===== config.mk =====
export PLATFORM = sky130hd
export DESIGN_NAME = csr_req_ctrl
export DESIGN_NICKNAME = d
export VERILOG_FILES = /design/src/rtl/csr_req_pkg.sv /design/src/rtl/csr_op_decode.sv /design/src/rtl/csr_req_ctrl.sv
export SDC_FILE = /design/constraint.sdc
export NUM_CORES = 1
export LEC_CHECK = 0
export CORE_MARGIN = 8
export CORE_UTILIZATION = 30
export DETAILED_ROUTE_END_ITERATION = 6
export DONT_BUFFER_PORTS = 1
export PLACE_DENSITY = 0.53
export SLEW_MARGIN = 20
export SYNTH_ARGS = -nofsm -noshare
export SYNTH_HDL_FRONTEND = slang
export SYNTH_SLANG_ARGS = --single-unit

===== constraint.sdc =====
create_clock -name clk -period 3.35 [get_ports clk]
set_input_delay 0.335 -clock clk [delete_from_list [all_inputs] [get_ports clk]]
set_output_delay 0.335 -clock clk [all_outputs]
set_load 0.02 [all_outputs]

===== src/rtl/csr_req_pkg.sv =====
// Shared types and encodings for the CSR request sequencer and its decoder.
package csr_req_pkg;

  typedef enum logic [1:0] {
    StIdle,
    StReq,
    StWait,
    StResp
  } csr_state_e;

  // Zicsr funct3 encodings; 000 and 100 are not CSR accesses.
  localparam logic [2:0] CSRRW  = 3'b001;
  localparam logic [2:0] CSRRS  = 3'b010;
  localparam logic [2:0] CSRRC  = 3'b011;
  localparam logic [2:0] CSRRWI = 3'b101;
  localparam logic [2:0] CSRRSI = 3'b110;
  localparam logic [2:0] CSRRCI = 3'b111;

  localparam logic [1:0] CAUSE_ILLEGAL = 2'b00;
  localparam logic [1:0] CAUSE_TIMEOUT = 2'b11;

  localparam int unsigned OP_WRITE_BIT = 0;
  localparam int unsigned OP_READ_BIT  = 1;

  function automatic logic [1:0] pack_op(input logic read, input logic write);
    logic [1:0] op;
    op               = '0;
    op[OP_READ_BIT]  = read;
    op[OP_WRITE_BIT] = write;
    return op;
  endfunction

endpackage


===== src/rtl/csr_op_decode.sv =====
// Combinational Zicsr intent decode: which funct3 values are legal and whether the
// access reads and/or writes the CSR.
module csr_op_decode
  import csr_req_pkg::*;
(
  input  logic [2:0] funct3,
  input  logic [4:0] rd_idx,
  input  logic [4:0] rs1_idx,
  output logic       illegal,
  output logic       read,
  output logic       write
);

  always_comb begin
    illegal = 1'b0;
    read    = 1'b0;
    write   = 1'b0;
    case (funct3)
      // Swap forms always write; the read side effect is skipped when rd is x0.
      CSRRW, CSRRWI: begin
        read  = (rd_idx != 5'd0);
        write = 1'b1;
      end
      // Set/clear forms always read; a zero mask (x0 or zimm 0) suppresses the write.
      CSRRS, CSRRC, CSRRSI, CSRRCI: begin
        read  = 1'b1;
        write = (rs1_idx != 5'd0);
      end
      default: illegal = 1'b1;
    endcase
  end

endmodule


===== src/rtl/csr_req_ctrl.sv =====
// Non-pipelined CSR access sequencer: takes one CSR instruction from issue, runs a single
// bus transaction with a response timeout and hands the result to writeback.
module csr_req_ctrl #(
  parameter int unsigned ADDR_WIDTH  = 32,
  parameter int unsigned REG_WIDTH   = 32,
  parameter int unsigned TIMEOUT_CYC = 16
) (
  input  logic                  clk,
  input  logic                  rst,
  input  logic                  req_valid,
  output logic                  req_ready,
  input  logic [2:0]            req_funct3,
  input  logic [4:0]            req_rd_idx,
  input  logic [4:0]            req_rs1_idx,
  input  logic [REG_WIDTH-1:0]  req_rs1_val,
  input  logic [ADDR_WIDTH-1:0] req_csr_addr,
  input  logic                  flush,
  output logic [1:0]            csr_op,
  output logic [2:0]            csr_funct3,
  output logic [4:0]            csr_imm,
  output logic [REG_WIDTH-1:0]  rs1_val,
  output logic [ADDR_WIDTH-1:0] csr_addr,
  output logic                  csr_valid,
  output logic                  csr_rrsp,
  input  logic [ADDR_WIDTH-1:0] csr_rdata,
  input  logic                  csr_rvalid,
  input  logic [2:0]            csr_reg_rsp,
  output logic                  wb_valid,
  input  logic                  wb_ready,
  output logic [4:0]            wb_rd_idx,
  output logic                  wb_rd_wen,
  output logic [REG_WIDTH-1:0]  wb_data,
  output logic                  wb_excp,
  output logic [1:0]            wb_cause
);
  import csr_req_pkg::*;

  localparam int unsigned CntW = $clog2(TIMEOUT_CYC) + 1;
  localparam logic [CntW-1:0] CntMax = CntW'(TIMEOUT_CYC - 1);

  csr_state_e state_q, state_d;

  logic                  kill_q, kill_d;
  logic [CntW-1:0]       cnt_q, cnt_d;
  logic [4:0]            rd_q, rd_d;
  logic                  read_q, read_d;
  logic [1:0]            op_q, op_d;
  logic [2:0]            funct3_q, funct3_d;
  logic [4:0]            imm_q, imm_d;
  logic [REG_WIDTH-1:0]  rs1_q, rs1_d;
  logic [ADDR_WIDTH-1:0] addr_q, addr_d;
  logic [4:0]            wb_rd_idx_q, wb_rd_idx_d;
  logic                  wb_rd_wen_q, wb_rd_wen_d;
  logic [REG_WIDTH-1:0]  wb_data_q, wb_data_d;
  logic                  wb_excp_q, wb_excp_d;
  logic [1:0]            wb_cause_q, wb_cause_d;

  logic                  dec_illegal, dec_read, dec_write;
  logic                  rsp_take;
  logic                  done;
  logic                  done_excp;
  logic [1:0]            done_cause;
  logic [REG_WIDTH-1:0]  rdata_fit;

  csr_op_decode u_decode (
    .funct3  (req_funct3),
    .rd_idx  (req_rd_idx),
    .rs1_idx (req_rs1_idx),
    .illegal (dec_illegal),
    .read    (dec_read),
    .write   (dec_write)
  );

  if (REG_WIDTH > ADDR_WIDTH) begin : g_rdata_zext
    assign rdata_fit = {{(REG_WIDTH - ADDR_WIDTH){1'b0}}, csr_rdata};
  end else begin : g_rdata_trunc
    assign rdata_fit = csr_rdata[REG_WIDTH-1:0];
  end

  assign req_ready = (state_q == StIdle);
  assign csr_valid = (state_q == StReq);
  assign csr_rrsp  = (state_q == StReq) || (state_q == StWait);
  assign wb_valid  = (state_q == StResp);
  assign rsp_take  = csr_rvalid && csr_rrsp;

  always_comb begin
    state_d     = state_q;
    kill_d      = kill_q;
    cnt_d       = cnt_q;
    rd_d        = rd_q;
    read_d      = read_q;
    op_d        = op_q;
    funct3_d    = funct3_q;
    imm_d       = imm_q;
    rs1_d       = rs1_q;
    addr_d      = addr_q;
    wb_rd_idx_d = wb_rd_idx_q;
    wb_rd_wen_d = wb_rd_wen_q;
    wb_data_d   = wb_data_q;
    wb_excp_d   = wb_excp_q;
    wb_cause_d  = wb_cause_q;
    done        = 1'b0;
    done_excp   = 1'b0;
    done_cause  = CAUSE_ILLEGAL;

    case (state_q)
      StIdle: begin
        if (req_valid && !flush) begin
          rd_d   = req_rd_idx;
          read_d = dec_read;
          kill_d = 1'b0;
          cnt_d  = '0;
          if (dec_illegal) begin
            // No bus access: the exception goes straight to writeback.
            state_d     = StResp;
            wb_rd_idx_d = req_rd_idx;
            wb_rd_wen_d = 1'b0;
            wb_data_d   = '0;
            wb_excp_d   = 1'b1;
            wb_cause_d  = CAUSE_ILLEGAL;
          end else begin
            state_d  = StReq;
            op_d     = pack_op(dec_read, dec_write);
            funct3_d = req_funct3;
            imm_d    = req_rs1_idx;
            rs1_d    = req_rs1_val;
            addr_d   = req_csr_addr;
          end
        end
      end

      StReq, StWait: begin
        // A flushed access still completes on the bus since the write may have landed.
        kill_d = kill_q || flush;
        if (rsp_take) begin
          done       = 1'b1;
          done_excp  = csr_reg_rsp[2];
          done_cause = csr_reg_rsp[1:0];
        end else if (state_q == StWait && cnt_q == CntMax) begin
          done       = 1'b1;
          done_excp  = 1'b1;
          done_cause = CAUSE_TIMEOUT;
        end else if (state_q == StWait) begin
          cnt_d = cnt_q + 1'b1;
        end

        if (done) begin
          op_d     = '0;
          funct3_d = '0;
          imm_d    = '0;
          rs1_d    = '0;
          addr_d   = '0;
          if (kill_d) begin
            state_d = StIdle;
          end else begin
            state_d     = StResp;
            wb_rd_idx_d = rd_q;
            wb_rd_wen_d = read_q && (rd_q != 5'd0) && !done_excp;
            wb_data_d   = done_excp ? '0 : rdata_fit;
            wb_excp_d   = done_excp;
            wb_cause_d  = done_cause;
          end
        end else begin
          state_d = StWait;
        end
      end

      StResp: begin
        if (flush || wb_ready) begin
          state_d     = StIdle;
          wb_rd_idx_d = '0;
          wb_rd_wen_d = 1'b0;
          wb_data_d   = '0;
          wb_excp_d   = 1'b0;
          wb_cause_d  = '0;
        end
      end

      default: state_d = StIdle;
    endcase
  end

  always_ff @(posedge clk) begin
    if (rst) begin
      state_q     <= StIdle;
      kill_q      <= 1'b0;
      cnt_q       <= '0;
      rd_q        <= '0;
      read_q      <= 1'b0;
      op_q        <= '0;
      funct3_q    <= '0;
      imm_q       <= '0;
      rs1_q       <= '0;
      addr_q      <= '0;
      wb_rd_idx_q <= '0;
      wb_rd_wen_q <= 1'b0;
      wb_data_q   <= '0;
      wb_excp_q   <= 1'b0;
      wb_cause_q  <= '0;
    end else begin
      state_q     <= state_d;
      kill_q      <= kill_d;
      cnt_q       <= cnt_d;
      rd_q        <= rd_d;
      read_q      <= read_d;
      op_q        <= op_d;
      funct3_q    <= funct3_d;
      imm_q       <= imm_d;
      rs1_q       <= rs1_d;
      addr_q      <= addr_d;
      wb_rd_idx_q <= wb_rd_idx_d;
      wb_rd_wen_q <= wb_rd_wen_d;
      wb_data_q   <= wb_data_d;
      wb_excp_q   <= wb_excp_d;
      wb_cause_q  <= wb_cause_d;
    end
  end

  assign csr_op     = op_q;
  assign csr_funct3 = funct3_q;
  assign csr_imm    = imm_q;
  assign rs1_val    = rs1_q;
  assign csr_addr   = addr_q;
  assign wb_rd_idx  = wb_rd_idx_q;
  assign wb_rd_wen  = wb_rd_wen_q;
  assign wb_data    = wb_data_q;
  assign wb_excp    = wb_excp_q;
  assign wb_cause   = wb_cause_q;

endmodule


# Yosys cells after proc, flatten, opt, wreduce, memory -nomap -nowiden
# Cells that the tools add are included.
# totals
ff_bits	129
inputBits	118
output_inout_bits	119
elab_cells	130
# classes
addsub	1
n_eq_ne	19
muxes	70
n_reduce_logical	25
# ops
cell	count
$mux 32	11
$pmux 32 s2	2
$pmux 32 s3	1
$mux 5	12
$mux 2	14
$pmux 5 s2	2
$mux 1	15
$pmux 5 s3	1
$reduce_bool 5->1	3
$ne 2x2->1 const B	7
$pmux 2 s3	2
$reduce_and 5->1	2
$eq 3x3->1 const B	3
$mux 3	3
$eq 3x2->1 const B	2
$pmux 1 s2	3
$pmux 1 s3	2
$pmux 3 s2	1
$reduce_and 2->1	3
$reduce_or 6->1	1
$add 5x1->5 const B	1
$eq 5x4->1 const B	1
$logic_and 1x1->1	5
$eq 2x2->1 const B	2
11 further kinds	16

# Logic depth before layout (Yosys ltp)
# Gate-level depths: netlist (run 1).
# depth
depth_word	10
ltp_mapped	9

# Modules after synthesis
# Synthesis (run 1) repeated with hierarchy kept, for this count alone.
# unflattened
hier_cells	477
hier_area_um2	4907.2
# by_module_without_submodules
module	instances	cells_each	area_each_um2	seq_area_each_um2
csr_req_ctrl	1	470	4872.2	2582.5
csr_op_decode	1	7	35.0	0.0

# Worst setup path after synthesis (run 1)
# Ideal clock, no wire load.
# synth_timing
path_kind	register to register
start	register state_q[0]
end	register addr_q[14], in the netlist csr_addr[14]
arrival_time_ns	1.980
required_time_ns	3.291
setup_slack_ns	1.311
stages_incl_launch_ff	10
period_less_slack_ns	2.039
cell_sequence	dfxtp_1 > inv_1 > ha_1 > buf_6 > a22oi_2 > nand2_1 > a21oi_1 > buf_2 > buf_2 > a22o_1
# synth_via
elab_chain_cells	7
# synth_lines
element	line	rtl
start: declaration	csr_req_ctrl.sv:41	csr_state_e state_q, state_d;
start signal: assignment	csr_req_ctrl.sv:185	state_q <= StIdle;
start signal: assignment	csr_req_ctrl.sv:201	state_q <= state_d;
$eq 2x1->1 or $eq 2x2->1 (tied branches)	csr_req_ctrl.sv:82	assign csr_rrsp = (state_q == StReq) || (state_q == StWait);
$logic_or 1x1->1 *	csr_req_ctrl.sv:82	
via csr_rrsp	csr_req_ctrl.sv:24	output logic csr_rrsp,
$logic_and 1x1->1 *	csr_req_ctrl.sv:84	assign rsp_take = csr_rvalid && csr_rrsp;
$mux 1 *	csr_req_ctrl.sv:135	if (rsp_take) begin
$mux 1 *	csr_req_ctrl.sv:106	case (state_q)
$ne 2x2->1 (no source line) *	n/a	
$reduce_and 4->1 (no source line) *	n/a	
end signal: assignment	csr_req_ctrl.sv:210	addr_q <= addr_d;
end: declaration	csr_req_ctrl.sv:51	logic [ADDR_WIDTH-1:0] addr_q, addr_d;
# The timed path passes the listed nets; every way through them passes the cells marked *. The select of a mux whose other input is x is not followed.
# A chain may end at the register's enable or synchronous reset.

# Worst setup path after layout (run 1)
# layout_timing
start	register state_q[0]
end	register rs1_q[28], in the netlist rs1_val[28]
# layout_lines
element	line	rtl
$logic_not 2->1 *	n/a	
via req_ready	csr_req_ctrl.sv:11	output logic req_ready,
$ne 2x2->1 (no source line) (tied with other cells)	n/a	
$reduce_and 4->1 (no source line)	n/a	
end signal: assignment	csr_req_ctrl.sv:209	rs1_q <= rs1_d;
end: declaration	csr_req_ctrl.sv:50	logic [REG_WIDTH-1:0] rs1_q, rs1_d;
# Marked as above.

==> results of run 1 <==
through the flow:
step / instances / worst slack (ns) / hold slack [ns]
2_1_floorplan: 471 / 1.31 / 0.432
5_1_grt: 694 / 0.775 / 0.0124
3_5_place_dp: 661 / 0.968 / 0.430
4_1_cts: 694 / 0.962 / 0.00231
3_3_place_gp: 661 / 1.01 / 0.427
6_report: 694 / 0.926 / 0.0400
flip-flops by register name (all words and copies together), names as in the netlist:
name / cells
csr_addr: 32
rs1_val: 32
wb_data: 32
cnt_q: 5
csr_imm: 5
rd_q: 5
wb_rd_idx: 5
csr_funct3: 3
csr_op: 2
state_q: 2
wb_cause: 2
kill_q: 1
read_q: 1
wb_excp: 1
wb_rd_wen: 1
cells in the mapped netlist (all sizes together), types with 2 or more instances:
library cell	count
clkbuf	12
nor4	3
a21oi	15
o21ai	15
o211a	2
a22o	75
inv	6
nor2b	4
nor2	14
nand2b	38
ha	7
a22oi	2
buf	22
nand2	50
a211oi	2
o31ai	2
nor3	11
a21boi	2
mux2i	37
dfxtp	129
nand3b	4
a31oi	2
nand3	5
power groups by stage:
| stage | Sequential, mW | Clock (mW) | Combinational (mW) |
|---|---|---|---|
| final | 2.13 | 1.70 | 1.37 |
| after global routing | 2.15 | 1.84 | 1.50 |
| after CTS | 2.14 | 1.75 | 1.38 |
| after detailed placement | 2.17 | 0 | 1.37 |
| after global placement | 2.17 | 0 | 1.34 |
| after floorplan | 2.10 | 0 | 1.26 |
layout by cell type, fill, tap and decap left out, drive strengths merged, types with 2 or more instances in the layout:
master	instances
nand2b	38
a211oi	2
dlygate4sd3	3
a31oi	2
clkbuf	22
ha	7
nor3	11
nor2b	4
nand3	5
clkinv	4
nand2	50
inv	6
a22o	75
a22oi	2
a21boi	2
a21oi	15
dfxtp	129
clkinvlp	3
o31ai	2
mux2i	37
o21ai	15
nor4	3
o211a	2
nor2	14
nand3b	4
buf	4
cells by family (layout without fill, tap and decap cells):
| group | count (synthesis) | after routing |
|---|---|---|
| compound gates | 123 | 123 |
| mux | 37 | 37 |
| fa+ha+maj | 7 | 7 |
| buf+inv | 40 | 43 |
| flops | 129 | 129 |
| simple gates | 135 | 135 |
worst max-delay path, stage by stage (launching register included):
cell	delay, ns
sky130_fd_sc_hd__dfxtp_1	0.34
sky130_fd_sc_hd__inv_1	0.11
sky130_fd_sc_hd__ha_1	0.48
sky130_fd_sc_hd__nand3b_4	0.27
sky130_fd_sc_hd__nor4_4	0.26
sky130_fd_sc_hd__buf_4	0.61
sky130_fd_sc_hd__a22o_1	0.24
path summary, 6_finish.rpt:
check / cells past startpoint / start / end / slack, ns
setup / recovery: 6 / state_q[0] / rs1_val[28] / 0.93
hold / removal: 1 / rst / wb_rd_idx[0] / 0.04
setup reg to reg: 6 / state_q[0] / rs1_val[28] / 0.93
hold reg to reg: 2 / cnt_q[4] / cnt_q[4] / 0.46
area by class of cell:
class,count,area share
multi-input cells,302,0.383
inverters,6,0.00397
clock inverters,8,0.0148
repair buffers,7,0.0128
clock buffers,22,0.0818
flip-flops and latches,129,0.455
well taps,220,0.0485
layer usage:
layer,global-route usage,up-vias,share of wire
met5,0,-,0
met4,0.0526,0,0.017
met3,0.0479,12,0.097
met2,0.209,133,0.50
met1,0.148,1718,0.39
li1,-,1677,-
what timing repair did:
action                                  CTS  global route
hold buffers                              3             0
endpoints found under the hold margin    16             0
endpoints found under the setup margin    0             0
==> impl_metrics.env, run 1 <==
export IMPL_numCtsBuffers=17
export IMPL_critical_path_startpoint_type="register"
export IMPL_final_worst_path_cycle_share=0.724
export IMPL_synth_net_count=596
export IMPL_htreeDepth=4
export IMPL_antenna_found_initial=0
export IMPL_clockPowerShare=0.326
export IMPL_layout_drive_gt1_share=0.0844
export IMPL_post_synth_and_or_nand_nor_area_fraction=0.144
export IMPL_final_max_slew_viol_count=0
export IMPL_dieArea_sq_mm=0.0210
export IMPL_multi_input_comb_area_sq_mm=0.00218
export IMPL_post_drt_via_cell_ratio=5.10
export IMPL_flops_latches_synth=129
export IMPL_synth_mux_area_frac=0.0743
export IMPL_clock_sinks=129
export IMPL_fmaxAchievable_mhz=413
export IMPL_io_pins=237
export IMPL_rows=47
export IMPL_status="complete, no violations"
export IMPL_area_fraction_in_compound_gates_after_synthesis=0.197
export IMPL_hold_path_class="input pin to register"
export IMPL_timing_final_setup_violations=0
export IMPL_tightestPinTransition_ns=0.760
export IMPL_cts_resized=0
export IMPL_gr_usage_all_layers=0.128
export IMPL_sequential_cell_area_sq_mm=0.00258
export IMPL_drt_first_pass_iters=4
export IMPL_synth_top_area_share=0.518
export IMPL_placement_io_buffers=0
export IMPL_post_synth_fa_ha_maj_area_fraction=0.0176
export IMPL_syn_area_per_cell_sq_um=10.6
export IMPL_clock_latency_at_the_later_pin_of_the_worst_skew_pair_ns=0.40
export IMPL_final_core_util=0.346
export IMPL_floorplan_initialDensity=0.304
export IMPL_cp_required_ns=3.69
export IMPL_grt_max_degree=75
export IMPL_finalClockSkew_ns=0.00739
export IMPL_max_cap_viol_count=0
export IMPL_main_area_contributors_after_synthesis="sky130_fd_sc_hd__dfxtp_1, sky130_fd_sc_hd__a22o_1, sky130_fd_sc_hd__mux2i_1, sky130_fd_sc_hd__nand2b_1, sky130_fd_sc_hd__nand2_1"
export IMPL_worstPathArrival_ns=2.76
export IMPL_totalNegativeSetupSlack_ns=0
export IMPL_synth_xor_area_share=0
export IMPL_synth_warning_count=0
export IMPL_syn_inst=471
export IMPL_gr_total_overflow=0
export IMPL_ir_worst_vdd_mv=0.424
export IMPL_seq_power_share=0.410
export IMPL_min_period_ns=2.42
export IMPL_post_route_drc_count=0
export IMPL_main_combinational_cell_family_by_area_after_synthesis="compound AO/OA/AOI/OAI gates"
export IMPL_grt_first_pass_wirelength_mm=20.5
export IMPL_power_density_over_the_cells_mw_per_mm2=916
export IMPL_intPower_mw=3.29
export IMPL_placedInstanceArea_sq_mm=0.00510
export IMPL_synth_enable_flop_cells=0
export IMPL_buffers_inserted_by_post_cts_timing_repair=0
export IMPL_antenna_left=0
export IMPL_gp_routability_congestion=0.750
export IMPL_critical_path_endpoint_type="register"
export IMPL_tritoncts="built"
export IMPL_netlist_top_cell_by_area="sky130_fd_sc_hd__dfxtp_1"
export IMPL_routed_wl_mm=14.2
export IMPL_asyncSetResetFlopFracSynth=0
export IMPL_p_comb_frac=0.264
export IMPL_grt_pass1_vias=3633
export IMPL_yosys_most_used_dff="sky130_fd_sc_hd__dfxtp_1"
export IMPL_final_hold_viol_count=0
export IMPL_ctsLongestPathBuffers=2
export IMPL_ys_seq_area_frac=0.518
export IMPL_area_of_the_core_region_sq_mm=0.0164
export IMPL_rsz0062_at_grt="false"
export IMPL_net_switching_share_of_the_total_power=0.367
export IMPL_cell_variety_after_synth=45
export IMPL_drtIter0Drc=141
export IMPL_routed_via_count=3540
export IMPL_power_switching_mw=1.91
export IMPL_max_slew_margin=0.493
export IMPL_synthToLayoutAreaGrowth_pct=13.9
export IMPL_crit_type="register to register"
export IMPL_wl_per_cell_microns=20.4
export IMPL_fp_dieH_microns=145
export IMPL_fillers=1632
export IMPL_hpwl_mm=10.2
export IMPL_clockRootBuffer="sky130_fd_sc_hd__clkbuf_16"
export IMPL_post_layout_total_power_mw=5.20
export IMPL_worst_path_max_fanout=74
export IMPL_power_static_leakage_nw=2.24
export IMPL_worst_setup_hold_path_clk_slew_ns=0.05
export IMPL_mappedNetlistArea_sq_mm=0.00498
export IMPL_insertedDiodeCount=0
export IMPL_floorplan_die_width_microns=145
export IMPL_num_nets_final=588
export IMPL_finalInstanceArea_sq_mm=0.00568
Note: power is estimated with default switching activity, not from simulation.
==> run 2: changes to the inputs <==
--- a/config.mk
+++ b/config.mk
@@ -9,7 +9,7 @@
 export CORE_UTILIZATION = 30
 export DETAILED_ROUTE_END_ITERATION = 6
 export DONT_BUFFER_PORTS = 1
-export PLACE_DENSITY = 0.53
+export PLACE_DENSITY = 0.54
 export SLEW_MARGIN = 20
 export SYNTH_ARGS = -nofsm -noshare
 export SYNTH_HDL_FRONTEND = slang
==> constraint.sdc (replaced) <==
create_clock -name clk -period 2.2 [get_ports clk]
set_input_delay 0.22 -clock clk [delete_from_list [all_inputs] [get_ports clk]]
set_output_delay 0.22 -clock clk [all_outputs]
set_load 0.02 [all_outputs]
==> run 2 against run 1 <==
  * Global-route usage grew 1.7 points
  * Critical endpoint is now csr_imm[0]
  * Sequential share of layout area is 8.6 points lower
  * Power grew 65%
  * Register-to-register slack worse by 0.84 ns
  * First-iteration DRC count up 22%
  * Die area unchanged
==> impl_metrics.env, run 2 (synthesis results as in run 1) <==
export IMPL_timing_final_setup_violations=0
export IMPL_max_slew_margin=0.603
export IMPL_power_density_over_the_cells_mw_per_mm2=1230
export IMPL_numCtsBuffers=17
export IMPL_power_static_leakage_nw=2.82
export IMPL_finalClockSkew_ns=0.00625
export IMPL_gp_routability_congestion=0.809
export IMPL_antenna_left=0
export IMPL_routed_via_count=4086
export IMPL_worst_path_max_fanout=21
export IMPL_drtIter0Drc=172
export IMPL_tightestPinTransition_ns=0.593
export IMPL_placement_io_buffers=0
export IMPL_holdCritStartpoint="rst"
export IMPL_clock_sinks=129
export IMPL_r2r_worst_path_cells=9
export IMPL_final_core_util=0.426
export IMPL_synthToLayoutAreaGrowth_pct=40.4
export IMPL_grt_first_pass_wirelength_mm=23.2
export IMPL_reg2reg_setup_slack_ns=0.09
export IMPL_wl_per_cell_microns=19.9
export IMPL_floorplan_die_width_microns=145
export IMPL_routed_wl_mm=16.3
export IMPL_layout_cells_most_common_list="sky130_fd_sc_hd__dfxtp_1, sky130_fd_sc_hd__dlygate4sd3_1, sky130_fd_sc_hd__a22o_1"
export IMPL_layout_drive_gt1_share=0.101
export IMPL_status="complete, no violations"
export IMPL_crit_type="register to register"
export IMPL_fp_dieH_microns=145
export IMPL_ctsLongestPathBuffers=2
export IMPL_p_comb_frac=0.311
export IMPL_clockRootBuffer="sky130_fd_sc_hd__clkbuf_16"
export IMPL_placedInstanceArea_sq_mm=0.00525
export IMPL_seq_power_share=0.378
export IMPL_mostFrequentLayoutCell="sky130_fd_sc_hd__dfxtp_1"
export IMPL_antenna_found_initial=0
export IMPL_rows=47
export IMPL_fillers=1521
export IMPL_finalInstanceArea_sq_mm=0.00700
export IMPL_post_route_drc_count=0
export IMPL_tritoncts="built"
export IMPL_power_switching_mw=3.07
export IMPL_crit_reg2reg_capture="csr_imm[0]"
export IMPL_max_cap_viol_count=0
export IMPL_hold_path_class="input pin to register"
export IMPL_clockPowerShare=0.311
export IMPL_min_to="wb_data[29]"
export IMPL_final_max_slew_viol_count=0
export IMPL_critical_path_endpoint_type="register"
export IMPL_net_switching_share_of_the_total_power=0.358
export IMPL_critical_path_startpoint_type="register"
export IMPL_post_layout_total_power_mw=8.58
export IMPL_worstPathArrival_ns=2.41
export IMPL_min_period_ns=2.11
export IMPL_hold_ws_ns=0.0285
export IMPL_drt_first_pass_iters=4
export IMPL_clock_latency_at_the_later_pin_of_the_worst_skew_pair_ns=0.41
export IMPL_post_drt_via_cell_ratio=5.00
export IMPL_floorplan_initialDensity=0.304
export IMPL_io_pins=237
export IMPL_num_nets_final=711
export IMPL_hold_path_depth=2
export IMPL_worst_setup_hold_path_clk_slew_ns=0.06
export IMPL_insertedDiodeCount=0
export IMPL_ir_worst_vdd_mv=0.561
export IMPL_dieArea_sq_mm=0.0210
export IMPL_grt_pass1_vias=4186
export IMPL_gr_usage_all_layers=0.145
export IMPL_cp_required_ns=2.50
export IMPL_gr_total_overflow=0
export IMPL_rr_startpoint="state_q[1]"
export IMPL_final_hold_viol_count=0
export IMPL_final_worst_path_cycle_share=0.961
export IMPL_fmaxAchievable_mhz=473
export IMPL_area_of_the_core_region_sq_mm=0.0164
export IMPL_intPower_mw=5.51
export IMPL_hpwl_mm=10.4
export IMPL_grt_max_degree=42
export IMPL_htreeDepth=4
[run 2: cell types whose count changed in the layout (fill, tap and decap cells not counted), sizes merged]
cell	change
bufinv	+1
buf	+13
clkinvlp	-1
clkbuf	-3
dlygate4sd3	+109
clkinv	+4
[run 2: power groups by stage]
stage / sequential, mW / clock [mW] / combinational, mW
final: 3.25 / 2.67 / 2.67
after floorplan: 3.19 / 0 / 1.92
after global placement: 3.29 / 0 / 2.33
after detailed placement: 3.30 / 0 / 2.39
after CTS: 3.25 / 2.75 / 2.59
after global routing: 3.28 / 2.88 / 2.90
[run 2: what timing repair did]
action                                  CTS  global route
hold endpoints to repair                127             2
gates resized for setup                   0             3
endpoints found under the setup margin    0            56
hold buffers                            111             2
buffers inserted                          0             2
[run 2: critical path, cell delays in order, from the launching register on]
cell and delay [ns]:
sky130_fd_sc_hd__dfxtp_1 0.38, sky130_fd_sc_hd__inv_1 0.10, sky130_fd_sc_hd__ha_2 0.40, sky130_fd_sc_hd__buf_12 0.19, sky130_fd_sc_hd__nand2b_1 0.15, sky130_fd_sc_hd__o21ai_2 0.12
sky130_fd_sc_hd__a21oi_4 0.08, sky130_fd_sc_hd__buf_4 0.16, sky130_fd_sc_hd__clkbuf_16 0.18, sky130_fd_sc_hd__a22o_1 0.23
[run 2: worst max path at each step]
stage	slack (ns)	start	cells after the start	to
final	0.09	state_q[1]	9	csr_imm[0]
after global routing	-0.004	cnt_q[0]	9	csr_addr[13]
after CTS	0.1	cnt_q[0]	8	rs1_val[22]
after detailed placement	0.11	cnt_q[0]	8	rs1_val[22]
after global placement	0.18	cnt_q[0]	8	rs1_val[6]
after floorplan	0.16	state_q[0]	9	csr_addr[14]
[run 2: stage by stage]
step / setup slack (ns) / cells / TNS, ns
finish: 0.0867 / 817 / 0
detailed placement: 0.112 / 671 / 0
global route: -0.00360 / 817 / -0.00717
floorplan: 0.161 / 471 / 0
global placement: 0.181 / 671 / 0
CTS: 0.0961 / 812 / 0
[run 2: final cells by class]
cell class / count / area [sq um] / area share
clock buffer: 18 / 439 / 0.0628
clock inverter: 12 / 119 / 0.0170
inverter: 6 / 22.5 / 0.00322
multi-input combinational: 302 / 2180 / 0.312
sequential: 129 / 2580 / 0.369
tap: 220 / 275 / 0.0393
timing repair buffer: 130 / 1370 / 0.196
[run 2: per-layer routing]
layer / up-vias / track usage / share of wire / wire [microns]
li1: 1926 / - / - / -
met3: 31 / 0.0466 / 0.080 / 1300
met1: 1963 / 0.163 / 0.38 / 6200
met4: 0 / 0.0756 / 0.030 / 483
met5: - / 0 / 0 / 0
met2: 166 / 0.241 / 0.51 / 8310
